**config.mk**
```make
export PLATFORM = sky130hd
export DESIGN_NAME = retire_unit
export DESIGN_NICKNAME = d
export VERILOG_FILES = /design/src/rtl/retire_unit_pkg.sv /design/src/rtl/retire_cut_logic.sv /design/src/rtl/retire_unit.sv
export SDC_FILE = /design/constraint.sdc
export NUM_CORES = 1
export LEC_CHECK = 0
export ABC_AREA = 0
export CAP_MARGIN = 20
export CELL_PAD_IN_SITES_DETAIL_PLACEMENT = 1
export CELL_PAD_IN_SITES_GLOBAL_PLACEMENT = 1
export CORE_MARGIN = 4
export CORE_UTILIZATION = 26
export DETAILED_ROUTE_END_ITERATION = 6
export PLACE_DENSITY = 0.8
export SYNTH_ARGS = -nofsm -noshare
export SYNTH_HDL_FRONTEND = slang
export SYNTH_SLANG_ARGS = --single-unit
```
**constraint.sdc**
```tcl
create_clock -name clk -period 1.8 [get_ports clk]
set_input_delay 0.18 -clock clk [delete_from_list [all_inputs] [get_ports clk]]
set_output_delay 0.18 -clock clk [all_outputs]
set_load 0.02 [all_outputs]
```
**src/rtl/retire_unit_pkg.sv**
```systemverilog
// ---------------------------------------------------------------------------
// retire_unit_pkg
// Shared types and constants for the retire stage and its neighbours.
//   - ROB index typedef used by the reorder buffer side of the pipeline.
//   - RetireLaneSt : per-lane retire bundle fields (physical-register fields
//                    are carried separately because their width follows the
//                    PHY_REG_NUM parameter of the instantiating module).
//   - RetireStateE : retire FSM states.
//   - ExcReportSt  : exception report handed to the CSR block.
// ---------------------------------------------------------------------------
package retire_unit_pkg;

    localparam int XLEN            = 32;
    localparam int ARCH_REG_W      = 5;
    localparam int ECODE_W         = 6;
    localparam int SUB_ECODE_W     = 9;
    localparam int PHY_REG_NUM_DEF = 64;
    localparam int PW              = $clog2(PHY_REG_NUM_DEF);

    // Reorder-buffer typedefs shared with the ROB.
    localparam int ROB_DEPTH = 32;
    localparam int ROB_IDX_W = $clog2(ROB_DEPTH);
    typedef logic [ROB_IDX_W-1:0] RobIdxT;

    typedef enum logic [1:0] {
        RS_IDLE    = 2'd0,
        RS_FLUSH   = 2'd1,
        RS_RECOVER = 2'd2
    } RetireStateE;

    typedef struct packed {
        logic [XLEN-1:0]        pc;
        logic                   exception;
        logic [ECODE_W-1:0]     ecode;
        logic [SUB_ECODE_W-1:0] sub_ecode;
        logic [XLEN-1:0]        error_vaddr;
        logic                   redirect;
        logic [XLEN-1:0]        br_target;
        logic                   is_store;
        logic                   dest_valid;
        logic [ARCH_REG_W-1:0]  arch_dest;
    } RetireLaneSt;

    typedef struct packed {
        logic                   valid;
        logic [ECODE_W-1:0]     ecode;
        logic [SUB_ECODE_W-1:0] sub_ecode;
        logic [XLEN-1:0]        era;
        logic [XLEN-1:0]        badv;
    } ExcReportSt;

endpackage

```
**src/rtl/retire_cut_logic.sv**
```systemverilog
// ---------------------------------------------------------------------------
// retire_cut_logic
// Combinational finder for the first lane that ends a retire bundle.
//   valid       : per-lane valid (only the contiguous prefix from lane 0 counts)
//   exception   : per-lane exception flag
//   redirect    : per-lane mispredict flag
//   retire_mask : lanes that actually retire (lanes before the cut, plus the
//                 cut lane itself when it is a redirect rather than an exception)
//   has_cut     : some live lane raised an exception or redirect
//   cut_idx     : index k of that lane
//   cut_is_exc  : the cut lane is an exception (exception wins over redirect)
// ---------------------------------------------------------------------------
module retire_cut_logic #(
    parameter  int WIDTH = 2,
    localparam int IW    = (WIDTH > 1) ? $clog2(WIDTH) : 1
) (
    input  logic [WIDTH-1:0] valid,
    input  logic [WIDTH-1:0] exception,
    input  logic [WIDTH-1:0] redirect,
    output logic [WIDTH-1:0] retire_mask,
    output logic             has_cut,
    output logic [IW-1:0]    cut_idx,
    output logic             cut_is_exc
);

    logic prefix_run;
    logic blocked;

    always_comb begin
        prefix_run  = 1'b1;
        blocked     = 1'b0;
        retire_mask = '0;
        has_cut     = 1'b0;
        cut_idx     = '0;
        cut_is_exc  = 1'b0;
        for (int i = 0; i < WIDTH; i++) begin
            // A hole in valid kills every higher lane, as does an earlier cut.
            prefix_run = prefix_run & valid[i];
            if (prefix_run && !blocked) begin
                if (exception[i]) begin
                    has_cut    = 1'b1;
                    cut_idx    = IW'(i);
                    cut_is_exc = 1'b1;
                    blocked    = 1'b1;
                end else begin
                    retire_mask[i] = 1'b1;
                    if (redirect[i]) begin
                        has_cut = 1'b1;
                        cut_idx = IW'(i);
                        blocked = 1'b1;
                    end
                end
            end
        end
    end

endmodule

```
**src/rtl/retire_unit.sv**
```systemverilog
// ---------------------------------------------------------------------------
// retire_unit
// Consumes the in-order retire bundle from the reorder buffer. Retired lanes
// update the architectural RAT, release stale physical registers and commit
// stores; an exception or mispredict triggers FLUSH then RECOVER.
// Ports:
//   clk, a_rst_n                 clock, asynchronous active-low reset
//   rt_*_i / rt_ready_o          retire bundle (RETIRE_WIDTH lanes) + accept
//   eentry_i                     exception entry PC from CSR
//   arat_we/waddr/wdata_o        ARAT write port per lane (registered)
//   free_valid/preg_o            free-list release per lane (registered)
//   sb_cmt_valid_o/ready_i       store-buffer commit handshake
//   flush_o, redirect_pc_o       one-cycle flush with restart PC
//   exc_*_o                      CSR exception report (with flush_o)
//   instret_o                    retired-instruction counter
// ---------------------------------------------------------------------------
module retire_unit
    import retire_unit_pkg::*;
#(
    parameter  int RETIRE_WIDTH   = 2,
    parameter  int PHY_REG_NUM    = 64,
    parameter  int RECOVER_CYCLES = 2,
    localparam int PREG_W         = $clog2(PHY_REG_NUM)
) (
    input  logic                             clk,
    input  logic                             a_rst_n,
    input  logic [RETIRE_WIDTH-1:0]          rt_valid_i,
    output logic                             rt_ready_o,
    input  logic [RETIRE_WIDTH*32-1:0]       rt_pc_i,
    input  logic [RETIRE_WIDTH-1:0]          rt_exception_i,
    input  logic [RETIRE_WIDTH*6-1:0]        rt_ecode_i,
    input  logic [RETIRE_WIDTH*9-1:0]        rt_sub_ecode_i,
    input  logic [RETIRE_WIDTH*32-1:0]       rt_error_vaddr_i,
    input  logic [RETIRE_WIDTH-1:0]          rt_redirect_i,
    input  logic [RETIRE_WIDTH*32-1:0]       rt_br_target_i,
    input  logic [RETIRE_WIDTH-1:0]          rt_is_store_i,
    input  logic [RETIRE_WIDTH-1:0]          rt_dest_valid_i,
    input  logic [RETIRE_WIDTH*5-1:0]        rt_arch_dest_i,
    input  logic [RETIRE_WIDTH*PREG_W-1:0]   rt_phy_dest_i,
    input  logic [RETIRE_WIDTH*PREG_W-1:0]   rt_old_phy_i,
    input  logic [31:0]                      eentry_i,
    output logic [RETIRE_WIDTH-1:0]          arat_we_o,
    output logic [RETIRE_WIDTH*5-1:0]        arat_waddr_o,
    output logic [RETIRE_WIDTH*PREG_W-1:0]   arat_wdata_o,
    output logic [RETIRE_WIDTH-1:0]          free_valid_o,
    output logic [RETIRE_WIDTH*PREG_W-1:0]   free_preg_o,
    output logic                             sb_cmt_valid_o,
    input  logic                             sb_cmt_ready_i,
    output logic                             flush_o,
    output logic [31:0]                      redirect_pc_o,
    output logic                             exc_valid_o,
    output logic [5:0]                       exc_ecode_o,
    output logic [8:0]                       exc_sub_ecode_o,
    output logic [31:0]                      exc_era_o,
    output logic [31:0]                      exc_badv_o,
    output logic [63:0]                      instret_o
);

    localparam int IW = (RETIRE_WIDTH > 1) ? $clog2(RETIRE_WIDTH) : 1;
    localparam int CW = $clog2(RECOVER_CYCLES + 1);

    RetireLaneSt             lane     [RETIRE_WIDTH];
    logic [PREG_W-1:0]       phy_dest [RETIRE_WIDTH];
    logic [PREG_W-1:0]       old_phy  [RETIRE_WIDTH];
    logic [RETIRE_WIDTH-1:0] lane_exc, lane_redir, lane_store, lane_dest_v;

    // Unpack the flat bundle into per-lane records.
    generate
        for (genvar gi = 0; gi < RETIRE_WIDTH; gi++) begin : g_lane
            assign lane[gi] = '{
                pc:          rt_pc_i[gi*32 +: 32],
                exception:   rt_exception_i[gi],
                ecode:       rt_ecode_i[gi*ECODE_W +: ECODE_W],
                sub_ecode:   rt_sub_ecode_i[gi*SUB_ECODE_W +: SUB_ECODE_W],
                error_vaddr: rt_error_vaddr_i[gi*32 +: 32],
                redirect:    rt_redirect_i[gi],
                br_target:   rt_br_target_i[gi*32 +: 32],
                is_store:    rt_is_store_i[gi],
                dest_valid:  rt_dest_valid_i[gi],
                arch_dest:   rt_arch_dest_i[gi*ARCH_REG_W +: ARCH_REG_W]
            };
            assign phy_dest[gi]    = rt_phy_dest_i[gi*PREG_W +: PREG_W];
            assign old_phy[gi]     = rt_old_phy_i[gi*PREG_W +: PREG_W];
            assign lane_exc[gi]    = lane[gi].exception;
            assign lane_redir[gi]  = lane[gi].redirect;
            assign lane_store[gi]  = lane[gi].is_store;
            assign lane_dest_v[gi] = lane[gi].dest_valid;
        end
    endgenerate

    logic [RETIRE_WIDTH-1:0] retire_mask;
    logic                    has_cut;
    logic [IW-1:0]           cut_idx;
    logic                    cut_is_exc;

    retire_cut_logic #(
        .WIDTH (RETIRE_WIDTH)
    ) u_cut (
        .valid       (rt_valid_i),
        .exception   (lane_exc),
        .redirect    (lane_redir),
        .retire_mask (retire_mask),
        .has_cut     (has_cut),
        .cut_idx     (cut_idx),
        .cut_is_exc  (cut_is_exc)
    );

    // Fields of the cut lane, feeding the redirect and exception report.
    logic [31:0] sel_pc, sel_br_target, sel_badv;
    logic [5:0]  sel_ecode;
    logic [8:0]  sel_sub_ecode;

    always_comb begin
        sel_pc        = lane[cut_idx].pc;
        sel_br_target = lane[cut_idx].br_target;
        sel_badv      = lane[cut_idx].error_vaddr;
        sel_ecode     = lane[cut_idx].ecode;
        sel_sub_ecode = lane[cut_idx].sub_ecode;
    end

    logic [RETIRE_WIDTH-1:0] wr_mask;
    logic                    has_store;
    logic                    accept;

    // An excepting lane never retires, so its store does not count here.
    assign wr_mask   = retire_mask & lane_dest_v;
    assign has_store = |(retire_mask & lane_store);
    assign accept    = rt_ready_o & rt_valid_i[0];

    // ---------------- FSM ----------------
    RetireStateE   state_reg, state_next;
    logic [CW-1:0] rec_cnt_reg, rec_cnt_next;

    always_ff @(posedge clk or negedge a_rst_n) begin
        if (!a_rst_n) begin
            state_reg   <= RS_IDLE;
            rec_cnt_reg <= '0;
        end else begin
            state_reg   <= state_next;
            rec_cnt_reg <= rec_cnt_next;
        end
    end

    always_comb begin
        state_next     = state_reg;
        rec_cnt_next   = rec_cnt_reg;
        rt_ready_o     = 1'b0;
        sb_cmt_valid_o = 1'b0;
        flush_o        = 1'b0;
        case (state_reg)
            RS_IDLE: begin
                // Held low during reset even though the state already reads IDLE.
                sb_cmt_valid_o = a_rst_n & has_store;
                rt_ready_o     = a_rst_n & ~(has_store & ~sb_cmt_ready_i);
                if (rt_ready_o && rt_valid_i[0] && has_cut) begin
                    state_next = RS_FLUSH;
                end
            end
            RS_FLUSH: begin
                flush_o      = 1'b1;
                state_next   = RS_RECOVER;
                rec_cnt_next = CW'(RECOVER_CYCLES - 1);
            end
            RS_RECOVER: begin
                if (rec_cnt_reg == '0) begin
                    state_next = RS_IDLE;
                end else begin
                    rec_cnt_next = rec_cnt_reg - CW'(1);
                end
            end
            default: begin
                state_next = RS_IDLE;
            end
        endcase
    end

    // ---------------- Registered effects ----------------
    logic [RETIRE_WIDTH-1:0] arat_we_reg;
    logic [RETIRE_WIDTH-1:0] free_valid_reg;
    logic [4:0]              arat_waddr_reg [RETIRE_WIDTH];
    logic [PREG_W-1:0]       arat_wdata_reg [RETIRE_WIDTH];
    logic [PREG_W-1:0]       free_preg_reg  [RETIRE_WIDTH];
    logic [31:0]             redirect_pc_reg;
    logic [63:0]             instret_reg;
    ExcReportSt              exc_reg;

    always_ff @(posedge clk or negedge a_rst_n) begin
        if (!a_rst_n) begin
            arat_we_reg     <= '0;
            free_valid_reg  <= '0;
            for (int i = 0; i < RETIRE_WIDTH; i++) begin
                arat_waddr_reg[i] <= '0;
                arat_wdata_reg[i] <= '0;
                free_preg_reg[i]  <= '0;
            end
            redirect_pc_reg <= '0;
            instret_reg     <= '0;
            exc_reg         <= '0;
        end else begin
            arat_we_reg    <= '0;
            free_valid_reg <= '0;
            exc_reg.valid  <= 1'b0;
            if (accept) begin
                arat_we_reg    <= wr_mask;
                free_valid_reg <= wr_mask;
                for (int i = 0; i < RETIRE_WIDTH; i++) begin
                    arat_waddr_reg[i] <= lane[i].arch_dest;
                    arat_wdata_reg[i] <= phy_dest[i];
                    free_preg_reg[i]  <= old_phy[i];
                end
                instret_reg <= instret_reg + 64'($countones(retire_mask));
                if (has_cut) begin
                    redirect_pc_reg <= cut_is_exc ? eentry_i : sel_br_target;
                    if (cut_is_exc) begin
                        exc_reg.valid     <= 1'b1;
                        exc_reg.ecode     <= sel_ecode;
                        exc_reg.sub_ecode <= sel_sub_ecode;
                        exc_reg.era       <= sel_pc;
                        exc_reg.badv      <= sel_badv;
                    end
                end
            end
        end
    end

    generate
        for (genvar gi = 0; gi < RETIRE_WIDTH; gi++) begin : g_out
            assign arat_waddr_o[gi*5 +: 5]          = arat_waddr_reg[gi];
            assign arat_wdata_o[gi*PREG_W +: PREG_W] = arat_wdata_reg[gi];
            assign free_preg_o[gi*PREG_W +: PREG_W]  = free_preg_reg[gi];
        end
    endgenerate

    assign arat_we_o       = arat_we_reg;
    assign free_valid_o    = free_valid_reg;
    assign redirect_pc_o   = redirect_pc_reg;
    assign instret_o       = instret_reg;
    assign exc_valid_o     = exc_reg.valid;
    assign exc_ecode_o     = exc_reg.ecode;
    assign exc_sub_ecode_o = exc_reg.sub_ecode;
    assign exc_era_o       = exc_reg.era;
    assign exc_badv_o      = exc_reg.badv;

endmodule

```
==> reports/results.txt <==
The critical path in this run is classified as flop to flop. For the internal cell power, the log shows 14.8 mW. The worst reg2reg path depth was 6; the clock transition time at the flip-flop clock pins of the worst setup and hold paths was 60 ps.

The critical path goes through nand4_1, nor4_4, nand4_4, buf_6, nor3_4, xor2_1. After routing the design area is 19900 um2. The height of the die was 207 um; the number of nets in the layout was 2115.

The initial standard-cell utilization of the core was 26.5%. Count of flip-flops with a built-in enable after synthesis: 0. The endpoint identified for the worst register-to-register timing path is instret_o[54]$_DFFE_PN0P_. The ratio of cells with drive above 1 in the final layout was 22.0%; the largest buffer count on any clock path was 3. The die covers 42900 um2.

Max-cap violations in this run came to 0. The tools report the H-tree depth as 1. The global placer's final weighted congestion was 0.897; the synthesized area was 10300 um2.

The placed instances occupy a cell area of 17400 um2. STA classifies the critical path endpoint as a flop. The library cell contributing the largest single delay on the critical path is sky130_fd_sc_hd__dfrtp_1.

The data arrival time of the worst path was 2470 ps; the flip-flop and latch count after synthesis was 216. The count of pins over their slew limit is 0, and the final cell count without fillers is 2355. The average detailed-routed wire length per instance came out at 24.3 um. After synthesis, the share of flip-flops with an asynchronous set or reset is 100%. Synthesis produced a netlist whose cell count is 1138. The width of the die came out at 207 um. For the part of the Yosys area used for sequential elements, the log shows 52.4%. The worst hold path passes through 3 cells.

In this run the worst setup path begins at instret_o[10]$_DFFE_PN0P_. The kind of start point of the critical path is a flop. The tools report the overall power as 23.4 mW.

Counting the fill cells in the layout gives 4262. The path type of the worst min-delay path was input port to flop. Net switching is 36.6% of the power. The delay of the slowest cell on the worst path works out to 460 ps.

The Yosys step of the flow raised 0 warnings. In this run the power spent charging and discharging nets is 8.57 mW. For the worst vdd rail ir drop, the log shows 0.792 mV. The flow ran to the end, but the final reports show violations. The logs give 57.1 mm for the wire length after detailed routing and 38900 um2 for the core footprint.

The time the final worst path needs with I/O delays and setup is 2010 ps, and the number of nets in the synthesized netlist is 1442. Setup slack on the worst reg-to-reg path comes out at -210 ps. Between clock sinks in the finished design, the worst skew comes to 11.4 ps. Of the post-synthesis cell area, the dominant cell type holds 52.4%. The clock network accounts for 24.8% of the total power. For the top achievable clock speed, the log shows 0.498 GHz.

Setup repair after global routing could not meet its margin everywhere. Of the total power, registers draw 33.1%. The tools report the final critical-path setup slack as -210 ps.

The final reports fail on negative setup slack. The initial antenna violation count is 9. Worst hold path startpoint: rt_phy_dest_i[7]. Sorting the synthesized cells by area gives the leading types as sky130_fd_sc_hd__dfrtp_1 52%, sky130_fd_sc_hd__nand2_1 13%, sky130_fd_sc_hd__a31oi_1 4.8%.

The sequential cell area in the final layout was 5410 um2; the row count was 72. The number of clock buffers added by TritonCTS is 27. Dividing total power by cell area gives a power density of 1180 nW/um2. For the pin with the worst max-slew slack, the measured transition is 709 ps.

Number of flip-flops in the largest register: 64. For this run, the leading register cell type out of synthesis is sky130_fd_sc_hd__dfrtp_1. The tree is rooted in a sky130_fd_sc_hd__clkbuf_16. At the end of the flow the core is filled with cells to 51.1%.

The starting DRC count in detailed routing is 572, and the largest fanout on the critical path is 4. In the finished design, the share of the clock period the worst path needs comes to 112%. The tools report the first-pass GRT wire length as 76.6 mm.

Global routing finished with a remaining overflow of 0. Averaged over all synthesized cells, the footprint is 9.07 um2. TritonCTS built the clock tree. After detailed routing, the number of remaining DRC violations is 0. After detailed routing, the number of vias per cell comes to 5.02. Detailed placement finished with a half-perimeter wire length of 38.5 mm. The logs give 5480 um2 for the area occupied by multi-input gates and 0 for the total count of hold-check failures in the final report.

For the static power due to leakage, the log shows 9.63 nW. The run gives 0 as the post-detailed-route count of antenna-violating nets. The first detailed-routing pass took 5 iterations.

The tools report the final count of negative-setup-slack endpoints as 69. In the post-synthesis netlist, the cell with the most instances is sky130_fd_sc_hd__nand2_1. The clock net in this run drives a total of 216 sinks. The final route contains 11800 vias.

sky130_fd_sc_hd__dfrtp_1 takes more of the synthesized area than any other cell. The run gives 2260 ps as the critical path data required time. The startpoint identified for the worst register-to-register timing path is instret_o[10]$_DFFE_PN0P_. The area growth from synthesis to layout is 92.7%. During placement, the flow inserted port buffers numbering 517. The tools report the post-placement setup slack as -843 ps. The commonest cells after synthesis are 356 x sky130_fd_sc_hd__nand2_1, 216 x sky130_fd_sc_hd__dfrtp_1, 124 x sky130_fd_sc_hd__nor2_1, 79 x sky130_fd_sc_hd__a31oi_1, 45 x sky130_fd_sc_hd__xor2_1. The number of cells in the design after placement was 2243. At the later pin of the worst-skew pair, clock insertion delay measures 550 ps.

The via count of the first global-routing pass is 12600. The combinational share of power was 42.1%; the global-route usage over all layers was 22.6%. Post-synthesis cell type count: 47. 518 I/O pins were placed. For hold timing, the worst endpoint is arat_wdata_o[7]$_DFFE_PN0P_. Measured against its own limit, the worst slew margin works out to 52.6%. Entering global routing, the biggest net connects 115 pins.
==> power groups by stage <==
stage	clock network [mW]	logic, mW	registers (mW)
after CTS	5.86	9.50	7.62
after floorplan	0	1.94	9.59
after detailed placement	0	9.54	7.67
after global placement	0	9.38	7.56
after global routing	6.13	10.4	7.95
final	5.80	9.85	7.74
==> through the flow <==
stage          hold slack [ps]  TNS, ps
6_report                   163    -5530
5_1_grt                    162   -13480
4_1_cts                    138     -817
3_5_place_dp               320  -126640
3_3_place_gp               317  -116520
2_1_floorplan             -116    -1950
==> cell families after synthesis <==
| group | after synthesis | synth area share, % |
|---|---|---|
| compound gates | 153 | 10.5 |
| buf+inv | 90 | 4.39 |
| xor+xnor | 62 | 5.26 |
| fa+ha+maj | 3 | 0.436 |
| flops | 216 | 52.4 |
| simple gates | 614 | 27.0 |
==> cell usage in the layout (no fill, tap or decap), types with 6 or more instances in the layout <==
cell and count:
sky130_fd_sc_hd__dlymetal6s2s_1 9, sky130_fd_sc_hd__a21o_1 33, sky130_fd_sc_hd__buf_12 24, sky130_fd_sc_hd__diode_2 7
sky130_fd_sc_hd__xor2_1 45, sky130_fd_sc_hd__and3_1 7, sky130_fd_sc_hd__a311oi_2 11, sky130_fd_sc_hd__nand4_4 6
sky130_fd_sc_hd__nand4_1 20, sky130_fd_sc_hd__a311oi_1 22, sky130_fd_sc_hd__nor2_1 85, sky130_fd_sc_hd__buf_4 140
sky130_fd_sc_hd__dfrtp_1 211, sky130_fd_sc_hd__nand3_1 15, sky130_fd_sc_hd__buf_6 19, sky130_fd_sc_hd__clkbuf_16 40
sky130_fd_sc_hd__nor2_4 9, sky130_fd_sc_hd__clkbuf_8 8, sky130_fd_sc_hd__nor3_2 7, sky130_fd_sc_hd__clkdlybuf4s50_1 432
sky130_fd_sc_hd__inv_1 14, sky130_fd_sc_hd__nor2_2 30, sky130_fd_sc_hd__a31oi_1 77, sky130_fd_sc_hd__nor4_4 25
sky130_fd_sc_hd__nor3_4 21, sky130_fd_sc_hd__nand2_1 350, sky130_fd_sc_hd__xnor2_1 14, sky130_fd_sc_hd__dlygate4sd2_1 70
==> area by class of cell <==
| class | instances | share of cell area (%) |
|---|---|---|
| clock inverters | 10 | 0.673 |
| clock buffers | 38 | 4.01 |
| repair buffers | 720 | 36.9 |
| well taps | 518 | 3.26 |
| flip-flops and latches | 216 | 27.2 |
| diodes | 7 | 0.0881 |
| multi-input cells | 832 | 27.6 |
| inverters | 14 | 0.264 |
==> layer usage <==
metal  global-route usage, %  wire, um
met2                    41.8     30300
met5                       0         9
met3                    6.23      3980
met4                    8.32      2120
met1                    24.7     20700
==> critical path: cells and delay by family, from the launching register on <==
family | cells | cell delay [ps]
buffers and inverters | 1 | 210
flip-flops | 1 | 460
XOR/XNOR | 1 | 170
AND/OR/NAND/NOR | 4 | 1080
==> worst max-delay path by stage <==
stage / end / slack (ps) / cells past startpoint
after floorplan: instret_o[30]$_DFFE_PN0P_ / -90 / 9
after global placement: instret_o[35]$_DFFE_PN0P_ / -760 / 9
after detailed placement: instret_o[19]$_DFFE_PN0P_ / -840 / 10
after CTS: instret_o[48]$_DFFE_PN0P_ / -80 / 6
after global routing: instret_o[44]$_DFFE_PN0P_ / -290 / 7
final: instret_o[54]$_DFFE_PN0P_ / -210 / 6
==> what timing repair did <==
item,CTS,global route
buffers inserted,14,27
resized for setup,141,143
hold buffers,1,0
cloned,0,17
pin swaps,35,50
hold endpoints to repair,216,0
endpoints found under the setup margin,204,112
No activity file was read; power rests on OpenSTA's default activity.
